[src/rtl/clk_ratio_pkg.sv]
// rtl/clk_ratio_pkg.sv - shared state type and ratio width helper for clk_ratio_ctrl
package clk_ratio_pkg;

    typedef enum logic [1:0] {
        OFF   = 2'd0,
        RUN   = 2'd1,
        DRAIN = 2'd2
    } state_e;

    function automatic int ratio_width(input int max_ratio);
        return $clog2(max_ratio + 1);
    endfunction

endpackage

[src/rtl/clk_ratio_ctrl_ratio_counter.sv]
// rtl/clk_ratio_ctrl_ratio_counter.sv - period counter 0..ratio-1 with wrap flag and load-zero
module ratio_counter #(
    parameter int RW = 4
) (
    input  logic          clk_in,
    input  logic          rst,
    input  logic          load_zero_i,
    input  logic [RW-1:0] ratio_i,
    output logic          wrap_o,
    output logic          zero_next_o
);

    logic [RW-1:0] cnt_q;
    logic [RW-1:0] cnt_d;

    // >= rather than == so a counter left above a shrunken ratio still recovers
    assign wrap_o = (cnt_q >= (ratio_i - RW'(1)));

    always_comb begin
        cnt_d = cnt_q + RW'(1);
        if (load_zero_i || wrap_o) begin
            cnt_d = '0;
        end
    end

    assign zero_next_o = (cnt_d == '0);

    always_ff @(posedge clk_in or posedge rst) begin
        if (rst) begin
            cnt_q <= '0;
        end else begin
            cnt_q <= cnt_d;
        end
    end

endmodule

[src/rtl/clk_ratio_ctrl.sv]
// rtl/clk_ratio_ctrl.sv - gated periodic pulse generator with handshaked ratio reconfiguration
module clk_ratio_ctrl
    import clk_ratio_pkg::*;
#(
    parameter int  MAX_RATIO     = 8,
    parameter int  DEFAULT_RATIO = 1,
    localparam int RW            = ratio_width(MAX_RATIO)
) (
    input  logic          clk_in,
    input  logic          rst,
    input  logic          enable,
    input  logic          cfg_valid,
    input  logic [RW-1:0] cfg_ratio,
    output logic          cfg_ready,
    output logic          cfg_done,
    output logic          cfg_err,
    output logic          pulse_out,
    output logic          busy,
    output logic [RW-1:0] active_ratio
);

    state_e        state_q;
    state_e        state_d;
    logic [RW-1:0] ratio_q;
    logic [RW-1:0] ratio_d;
    logic [RW-1:0] pend_q;
    logic [RW-1:0] pend_d;
    logic          pend_vld_q;
    logic          pend_vld_d;
    logic          done_q;
    logic          done_d;
    logic          err_q;
    logic          err_d;
    logic          pulse_q;
    logic          pulse_d;

    logic          wrap;
    logic          zero_next;
    logic          xfer;
    logic          cfg_ok;

    ratio_counter #(
        .RW (RW)
    ) u_counter (
        .clk_in      (clk_in),
        .rst         (rst),
        .load_zero_i (state_q == OFF),
        .ratio_i     (ratio_q),
        .wrap_o      (wrap),
        .zero_next_o (zero_next)
    );

    assign xfer   = cfg_valid && cfg_ready;
    assign cfg_ok = (cfg_ratio != '0) && (cfg_ratio <= RW'(MAX_RATIO));

    always_ff @(posedge clk_in or posedge rst) begin
        if (rst) begin
            state_q    <= OFF;
            ratio_q    <= RW'(DEFAULT_RATIO);
            pend_q     <= '0;
            pend_vld_q <= 1'b0;
            done_q     <= 1'b0;
            err_q      <= 1'b0;
            pulse_q    <= 1'b0;
        end else begin
            state_q    <= state_d;
            ratio_q    <= ratio_d;
            pend_q     <= pend_d;
            pend_vld_q <= pend_vld_d;
            done_q     <= done_d;
            err_q      <= err_d;
            pulse_q    <= pulse_d;
        end
    end

    always_comb begin
        state_d    = state_q;
        ratio_d    = ratio_q;
        pend_d     = pend_q;
        pend_vld_d = pend_vld_q;
        done_d     = 1'b0;
        err_d      = xfer && !cfg_ok;
        unique case (state_q)
            OFF: begin
                if (xfer && cfg_ok) begin
                    ratio_d = cfg_ratio;
                    done_d  = 1'b1;
                end
                if (enable) begin
                    state_d = RUN;
                end
            end
            RUN: begin
                if (xfer && cfg_ok) begin
                    pend_d     = cfg_ratio;
                    pend_vld_d = 1'b1;
                    state_d    = DRAIN;
                end else if (!enable) begin
                    state_d = DRAIN;
                end
            end
            DRAIN: begin
                // The current period always finishes before a new ratio or stop takes effect
                if (wrap) begin
                    if (pend_vld_q) begin
                        ratio_d    = pend_q;
                        done_d     = 1'b1;
                        pend_vld_d = 1'b0;
                    end
                    state_d = enable ? RUN : OFF;
                end
            end
            default: begin
                state_d = OFF;
            end
        endcase
        pulse_d = (state_d != OFF) && zero_next;
    end

    always_comb begin
        cfg_ready    = !rst && (state_q != DRAIN);
        busy         = (state_q != OFF);
        cfg_done     = done_q;
        cfg_err      = err_q;
        pulse_out    = pulse_q;
        active_ratio = ratio_q;
    end

endmodule

[config.mk]
export PLATFORM = sky130hd
export DESIGN_NAME = clk_ratio_ctrl
export DESIGN_NICKNAME = d
export VERILOG_FILES = /design/src/rtl/clk_ratio_pkg.sv /design/src/rtl/clk_ratio_ctrl_ratio_counter.sv /design/src/rtl/clk_ratio_ctrl.sv
export SDC_FILE = /design/constraint.sdc
export NUM_CORES = 1
export LEC_CHECK = 0
export CAP_MARGIN = 20
export CELL_PAD_IN_SITES_DETAIL_PLACEMENT = 2
export CELL_PAD_IN_SITES_GLOBAL_PLACEMENT = 2
export CORE_MARGIN = 5
export CORE_UTILIZATION = 34
export CTS_CLUSTER_DIAMETER = 100
export DETAILED_ROUTE_END_ITERATION = 7
export PLACE_DENSITY = 0.77
export SETUP_SLACK_MARGIN = 0.02
export SLEW_MARGIN = 25
export SYNTH_ARGS = -nofsm -noshare
export SYNTH_HDL_FRONTEND = slang
export SYNTH_HIERARCHICAL = 1
export SYNTH_SLANG_ARGS = --single-unit
[constraint.sdc]
create_clock -name clk_in -period 2.9 [get_ports clk_in]
set_input_delay 0.29 -clock clk_in [delete_from_list [all_inputs] [get_ports clk_in]]
set_output_delay 0.29 -clock clk_in [all_outputs]
set_load 0.01 [all_outputs]
## Yosys cells after proc, flatten, opt, wreduce, memory -nomap -nowiden

Index checks and enable logic that the tools add are counted.

- Input bits: 8
- Output and inout port bits: 9
- Latch bits: 0
- Word-level logic and storage cells: 56
- ROM bits: 0
- Flip-flop bits (word level): 18
- Memories: 0
- Bits in writable memories: 0

- Eq/ne operators: 7
- Div/mod/pow operators: 0
- Reduce and logical (&&, ||, !) cells: 19
- Mux-type cells: 18
- Multiply operators: 0
- Bitwise logic cells: 0
- Shift-type cells: 0
- $lt $le $gt $ge: 2
- $add $sub $neg: 2

Operator list:

| operator | count |
|---|---|
| 4-bit 2-to-1 mux | 4 |
| 2-bit 2-to-1 mux | 4 |
| 2-bit != test (second input constant) | 4 |
| 4-bit case mux with 2 select lines | 1 |
| 2-bit nonzero test | 4 |
| 1-bit logical AND | 6 |
| 1-bit 2-to-1 mux | 6 |
| 2-bit case mux with 3 select lines | 1 |
| 4-bit by 1-bit adder with 4-bit output (second input constant) | 1 |
| 4-bit greater-or-equal comparator | 1 |
| 4-bit less-or-equal comparator (second input constant) | 1 |
| 4-bit logical NOT | 1 |
| 1-bit case mux with 2 select lines | 2 |
| 4-bit AND reduction | 1 |
| 4-bit nonzero test | 1 |
| 4-bit by 1-bit subtractor with 4-bit output (second input constant) | 1 |
| 3-bit AND reduction | 1 |
| 2-bit by 1-bit == test with 1-bit output (second input constant) | 1 |
| 2-bit == test (second input constant) | 1 |
| 1-bit logical NOT | 2 |
| 2-bit logical NOT | 1 |
| 2-bit by 1-bit != test with 1-bit output (second input constant) | 1 |
| 2-bit AND reduction | 1 |
| 1-bit logical OR | 1 |

## Longest topological paths before layout

Gate-level depths: netlist (run 1).

- Depth in word-level cells: 8
- Depth in mapped cells: 10
- Gate-level depth less buffers: 10

## Hierarchy

The synthesis (run 1) kept the hierarchy.

By module, submodules not included:

| module | times used | sequential area each (µm²) | area each (µm²) | cells each |
|---|---|---|---|---|
| clk_ratio_ctrl | 1 | 351.6 | 683.2 | 52 |
| ratio_counter | 1 | 100.1 | 352.8 | 35 |

## Worst setup path before layout (run 1)

OpenSTA, ideal clock, no wires.

- Path kind: reg2reg
- Start: reg ratio_q[0], in the netlist active_ratio[0]
- End: reg ratio_q[1], in the netlist active_ratio[1]
- Period minus slack after synthesis: 2.541 ns
- Buffers on the path: 0
- Setup slack: 0.359 ns
- Arrival: 2.416 ns
- Data required time: 2.775 ns
- Setup time: 0.125 ns
- Stages on the path, launching flop included: 8
- Cell sequence: dfstp_2 -> inv_1 -> ha_1 -> ha_1 -> a2111o_1 -> and2_2 -> a32o_4 -> mux2_4

- Longest elaborated chain between the ends: 4

RTL lines:

| what | line | RTL |
|---|---|---|
| from (decl) | clk_ratio_ctrl.sv:24 | `logic [RW-1:0] ratio_q;` |
| from (signal assigned) | clk_ratio_ctrl.sv:59 | `ratio_q <= RW'(DEFAULT_RATIO);` |
| from (signal assigned) | clk_ratio_ctrl.sv:67 | `ratio_q <= ratio_d;` |
| 4-bit by 1-bit subtractor with 4-bit output | clk_ratio_ctrl_ratio_counter.sv:17 | `assign wrap_o = (cnt_q >= (ratio_i - RW'(1)));` |
| 4-bit greater-or-equal comparator | clk_ratio_ctrl_ratio_counter.sv:17 |  |
| net wrap | clk_ratio_ctrl.sv:37 | `logic wrap;` |
| 2-bit by 1-bit != test with 1-bit output (no line) | n/a |  |
| 4-bit AND reduction (no line) | n/a |  |

The timed path passes the listed nets, and every way through them passes these cells.
A chain may end at the register's enable or synchronous reset.

## Worst setup path in the final report (run 1)

- Start: reg ratio_q[0], in the netlist active_ratio[0]
- End: reg ratio_q[2], in the netlist active_ratio[2]

Same word-level chain as after synthesis.

==> results of run 1 <==
per-stage QoR:
stage / hold WS (ps) / power, µW / setup WS, ps / instance area [µm²] / cells
global route: 339 / 1460 / 91.3 / 1260 / 140
finish: 289 / 1330 / 224 / 1260 / 140
floorplan: 56.1 / 947 / 359 / 1040 / 87
global placement: 482 / 1160 / 323 / 1240 / 136
CTS: 295 / 1360 / 207 / 1260 / 140
detailed placement: 494 / 1220 / 229 / 1240 / 136
placed cells by master, fill, tap and decap left out, drive strengths merged, types with 2 or more instances in the layout:
cell type / instances
dfrtp: 17
clkdlybuf4s50: 16
mux2: 12
inv: 10
ha: 6
nand2b: 5
nor2: 5
a211oi: 4
clkbuf: 4
o21ai: 3
xnor2: 3
nor3: 3
nand2: 2
power by group through the flow:
| stage | clock network [µW] | logic (µW) | registers [µW] |
|---|---|---|---|
| 2_1_floorplan | 0 | 492 | 455 |
| 3_3_place_gp | 0 | 708 | 456 |
| 3_5_place_dp | 0 | 758 | 463 |
| 4_1_cts | 133 | 765 | 457 |
| 5_1_grt | 149 | 840 | 474 |
| 6_report | 125 | 748 | 455 |
logic make-up after synthesis:
family	Yosys count	share of synthesized area (%)
compound gates	16	12.8
xor+xnor	4	3.38
fa+ha+maj	6	7.25
buf+inv	10	3.62
flops	18	43.6
mux	12	14.5
simple gates	21	14.9
synthesized netlist by cell type:
library cell	n	area share [%]
o22ai_1	1	0.60
dfrtp_1	17	41
nor2_2	1	0.60
a32o_4	1	2.1
mux2_2	8	8.7
a221oi_1	1	0.85
mux2_4	4	5.8
nand2_2	1	0.60
o21a_1	1	0.72
a2111o_1	1	1.1
nand2b_1	4	2.4
xor2_1	1	0.85
xnor2_1	3	2.5
nand4bb_1	1	1.1
nor2b_1	1	0.60
nor3_1	2	0.97
ha_1	6	7.2
and2_2	1	0.72
nand2b_4	1	1.3
o311ai_0	1	0.85
nand4_1	1	0.60
nand3_1	1	0.48
o21ai_0	3	1.4
nand2_1	1	0.36
nor4_4	1	2.1
dfstp_2	1	2.5
a211oi_1	4	2.9
inv_1	10	3.6
nor3_4	1	1.6
nor2_1	4	1.4
a221o_1	1	0.97
a21oi_1	1	0.48
o31a_1	1	0.85
worst max-delay path by stage:
stage | from | end | slack (ps) | cells after the start
floorplan | active_ratio[0] | active_ratio[1] | 360 | 7
global placement | active_ratio[0] | active_ratio[3] | 320 | 7
detailed placement | active_ratio[0] | active_ratio[2] | 230 | 7
CTS | active_ratio[0] | active_ratio[2] | 210 | 7
global route | active_ratio[0] | active_ratio[2] | 90 | 9
finish | active_ratio[0] | active_ratio[2] | 220 | 7
layout make-up:
cell class | count | share of cell area (%)
Inverter | 10 | 2.97
Timing Repair Buffer | 16 | 12.7
Multi-Input combinational cell | 59 | 43.3
Sequential cell | 18 | 35.7
Clock buffer | 4 | 2.08
Tap cell | 33 | 3.27
registers in the layout, summed over array words and instances, names as in the netlist:
name,flops
active_ratio,4
pend_q,4
u_counter/cnt_q,4
state_q,2
cfg_done,1
cfg_err,1
pend_vld_q,1
pulse_out,1
per-layer routing:
metal	vias to the layer above	track usage, %	wire length (µm)
li1	356	-	-
met1	365	16.0	1040
met2	13	23.6	1240
met3	2	2.74	64
met4	0	2.33	6
met5	-	0	0
worst reg2reg max path: stages (launching register included):
cell and delay [ps]:
dfstp_2 570, inv_1 70, ha_1 300, ha_1 270, a2111o_1 460, and2_2 250
a32o_4 350, mux2_4 310
==> flow_summary_export.csv, run 1 <==
group,metric,value,unit
setup_path,max_stage_delay,570,ps
sta,setup-violations-final,0,
sta,slew_viol_final,0,
logic_synthesis,synth_cell_types,33,
power_and_ir_drop,p_switching,530,µW
power_and_ir_drop,peakVddDrop,0.365,mV
cells_and_area,area_growth,22.0,%
setup_path,timing.rr.end,"active_ratio[2]",
logic_synthesis,yosys_warnings,6,
setup_path,r2r-start,"active_ratio[0]",
cts,htreeDepth,1,
global_route,grt_overflow,0,
setup_path,critPathRequiredTime,3070,ps
logic_synthesis,syn_area,1040,µm²
cells_and_area,multi_input_area,547,µm²
detailed_routing,dr.first_iter.drc_count,6,
cts,cts_hold_buf,0,
global_route,grt_pass1_vias,862,
cells_and_area,finish.utilization,42.4,%
floorplanning,std_cell_rows,20,
setup_path,crit_fanout,6,
power_and_ir_drop,power_density,1050,nW/µm²
cells_and_area,n_antenna_cell,0,
setup_path,worstPathArrival,2850,ps
setup_path,reg2reg_slack,220,ps
hold_path,hold_class,"in -> async",
logic_synthesis,synth_seq_cells,18,
power_and_ir_drop,internal-power,798,µW
detailed_routing,first_pass_iters,3,
setup_path,end_kind,"flip-flop",
sta,worst_pin_slew,551,ps
sta,rsz0062_at_grt,"no",
detailed_routing,viasPerCell,5.26,
sta,period_needed,2680,ps
global_route,grt_pass1_wl,4240,µm
cts,numCtsBuffers,3,
floorplanning,ios,17,
cells_and_area,drive_gt1_share,21.5,%
power_and_ir_drop,power_frac_comb,56.3,%
cts,clock-sinks,18,
place,dp_hpwl,1890,µm
global_route,grt_usage,13.0,%
setup_path,crit_buf_inv,1,
logic_synthesis,yosysSeqAreaShare,43.6,%
power_and_ir_drop,seq_power_share,34.2,%
setup_path,crit_slowest_cell,"dfstp_2",
cells_and_area,num-nets-final,122,
cts,cts_root_buffer,"clkbuf_4",
sta,tns,0,ps
detailed_routing,drc,0,
detailed_routing,wl,2350,µm
cells_and_area,regArea,452,µm²
global_route,antenna_found_initial,0,
power_and_ir_drop,power_leakage,0.000538,µW
setup_path,path_cells,"inv_1 -> ha_1 -> ha_1 -> a2111o_1 -> and2_2 -> a32o_4 -> mux2_4",
floorplanning,die_w,65.2,µm
global_route,grt_max_degree,15,
detailed_routing,dr_total_vias,736,
floorplanning,die-area,4250,µm²
floorplanning,initial_core_util,34.8,%
cts,cts-resized-gates,0,
detailed_routing,postRouteAntennaNets,0,
setup_path,crit_top_cell,"ha_1",
logic_synthesis,synth_cells,87,
logic_synthesis,syn_avg_cell_area,11.9,µm²
cts,cts_tree,"built",
sta,finalClockSkew,6.97,ps
cts,cts_setup_buffers,0,
setup_path,reg2reg_depth,7,
power_and_ir_drop,sw_frac_of_total,39.9,%
sta,clock.fmax,0.374,GHz
detailed_routing,routedWlPerCell,16.8,µm
sta,relSlewSlack,63.1,%
floorplanning,die_h,65.2,µm
power_and_ir_drop,pwr-share-clk,9.4,%
status,status,"finished clean",
sta,hold_viol_final,0,
setup_path,path_class,"reg -> reg",
logic_synthesis,syn_nets,101,
cells_and_area,n_fill_cell,325,
cts,clock_latency,280,ps
cts,clk_pin_slew,100,ps
place,io_buffers,16,
cts,cts.path.max_buffers,2,
floorplanning,core,2980,µm²
place,gp_congestion,0.727,
setup_path,startpoint_type,"flip-flop",
run,maxCapViolCount,0,
setup_path,worst_path_dominant_cell_family,"compound AO/OA/AOI/OAI gates",
sta,timing.final.crit_share,92.3,%
(Power assumes the default switching activity.)
==> run 2: changes to the inputs <==
PLACE_DENSITY = 0.88   (was 0.77)
==> flow_summary_export.csv, run 2 (synthesized netlist as in run 1, its figures left out) <==
group,metric,value,unit
sta,setup-violations-final,0,
setup_path,crit_slowest_cell,"dfstp_2",
detailed_routing,wl,2730,µm
sta,finalClockSkew,3.69,ps
floorplanning,die_w,65.2,µm
floorplanning,ios,17,
global_route,antenna_found_initial,0,
detailed_routing,postRouteAntennaNets,0,
global_route,top_usage_layer,"met2",
setup_path,path_class,"reg -> reg",
sta,slew_viol_final,0,
detailed_routing,first_pass_iters,2,
detailed_routing,viasPerCell,5.42,
sta,worst_pin_slew,594,ps
cells_and_area,num-nets-final,122,
cells_and_area,n_antenna_cell,0,
global_route,grt_overflow,0,
cells_and_area,final_area,1270,µm²
sta,rsz0062_at_grt,"no",
place,placed_area,1240,µm²
power_and_ir_drop,power_density,1090,nW/µm²
cells_and_area,area_growth,22.9,%
detailed_routing,routedWlPerCell,19.5,µm
floorplanning,core,2980,µm²
setup_path,max_stage_delay,570,ps
cts,cts_root_buffer,"clkbuf_4",
floorplanning,die_h,65.2,µm
sta,tns,0,ps
setup_path,worstPathArrival,2930,ps
setup_path,crit_buf_inv,1,
floorplanning,die-area,4250,µm²
power_and_ir_drop,power_leakage,0.000544,µW
place,dp_hpwl,2270,µm
sta,hold_viol_final,0,
cts,cts_hold_buf,0,
cells_and_area,multi_input_area,547,µm²
cells_and_area,regArea,452,µm²
cts,clock-sinks,18,
detailed_routing,dr_total_vias,759,
cells_and_area,final_common_cell,"dfrtp_1",
cts,cts_setup_buffers,0,
global_route,use_met1,14.4,%
sta,clock.fmax,0.365,GHz
sta,timing.final.crit_share,94.5,%
status,status,"finished clean",
sta,relSlewSlack,60.3,%
setup_path,critPathRequiredTime,3090,ps
setup_path,worst_path_dominant_cell_family,"flip-flops",
global_route,grt_usage,14.8,%
global_route,grt_use_met2,29.0,%
hold_path,hold_class,"in -> async",
cts,cts_tree,"built",
floorplanning,std_cell_rows,20,
cells_and_area,n_fill_cell,318,
cts,clk_pin_slew,110,ps
global_route,grt_pass1_wl,4600,µm
global_route,use_met3,3.76,%
cells_and_area,drive_gt1_share,22.4,%
floorplanning,initial_core_util,34.8,%
cts,clock_latency,300,ps
place,io_buffers,16,
global_route,grt_max_degree,15,
setup_path,crit_fanout,6,
cts,cts.path.max_buffers,2,
global_route,grt_pass1_vias,884,
cts,htreeDepth,1,
cells_and_area,layout_common_cells,"dfrtp_1, clkdlybuf4s50_1, inv_1",
setup_path,crit_top_cell,"ha_1",
run,maxCapViolCount,0,
cts,cts-resized-gates,0,
place,gp_congestion,0.737,
detailed_routing,dr.first_iter.drc_count,7,
cts,numCtsBuffers,3,
setup_path,path_cells,"inv_1 -> ha_1 -> xnor2_1 -> ha_1 -> o21ai_0 -> nand2b_1 -> and2_2 -> a32o_4 -> mux2_4",
detailed_routing,drc,0,
setup_path,end_kind,"flip-flop",
power_and_ir_drop,peakVddDrop,0.245,mV
sta,period_needed,2740,ps
power_and_ir_drop,fin_total_pwr,1390,µW
setup_path,startpoint_type,"flip-flop",
==> run 2: cell types whose count changed in the layout (fill, tap and decap cells not counted) <==
cell      before  now
clkbuf_1       1    0
clkbuf_8       0    1
==> run 2: worst paths after layout <==
check,depth (start not counted),endpoint,startpoint,slack (ps)
setup / recovery,9,active_ratio[3],active_ratio[0],160
hold / removal,2,u_counter/cnt_q[1],rst,250
setup reg to reg,9,active_ratio[3],active_ratio[0],160
hold reg to reg,1,pend_q[3],pend_q[3],520
max in group asynchronous,2,state_q[1],rst,2100
min in group clk_in,1,pend_q[3],pend_q[3],520
==> run 2: through the flow <==
step                setup slack, ps  std cells  util, %  hold slack [ps]
floorplan                       359         87        -             56.1
global placement                332        136     41.6              482
detailed placement              179        136     41.6              492
CTS                             157        140     42.8              235
global route                   81.1        140     42.8              267
finish                          159        140     42.8              249
==> run 2: cell type report <==
type                    count  share of cell area [%]
multi-input cells          59                    42.9
well taps                  33                    3.24
repair buffers             16                    12.6
flip-flops and latches     18                    35.5
clock buffers               4                    2.85
inverters                  10                    2.95
==> run 2: worst reg2reg max path: cells and delay by family, from the launching register on <==
| family | cells | cell delay [ps] |
|---|---|---|
| DFF | 1 | 570 |
| muxes | 1 | 310 |
| adders and majority gates | 2 | 490 |
| xor gates and xnor gates | 1 | 130 |
| AOI/OAI and AO/OA | 2 | 570 |
| and+or+nand+nor | 2 | 480 |
| buffers and inverters | 1 | 70 |
==> run 2: where the power goes <==
part           internal (µW)  total [µW]  switching, µW
Clock                   76.6         159           81.9
Combinational            390         775            385
Sequential               359         461            101
Total                    826        1390            568
==> run 2: layer usage <==
layer / routed length (µm) / part of all wire (%) / up-vias
met4: 16 / 0.59 / 0
met2: 1560 / 57 / 12
met5: 0 / 0 / -
li1: - / - / 353
met1: 1050 / 39 / 392
met3: 103 / 3.8 / 2
==> run 3: changes to the inputs <==
CAP_MARGIN = 40   (was 20)
==> results of run 3 <==
Same layout as run 2: the final DEF is identical, and so are final timing and power.
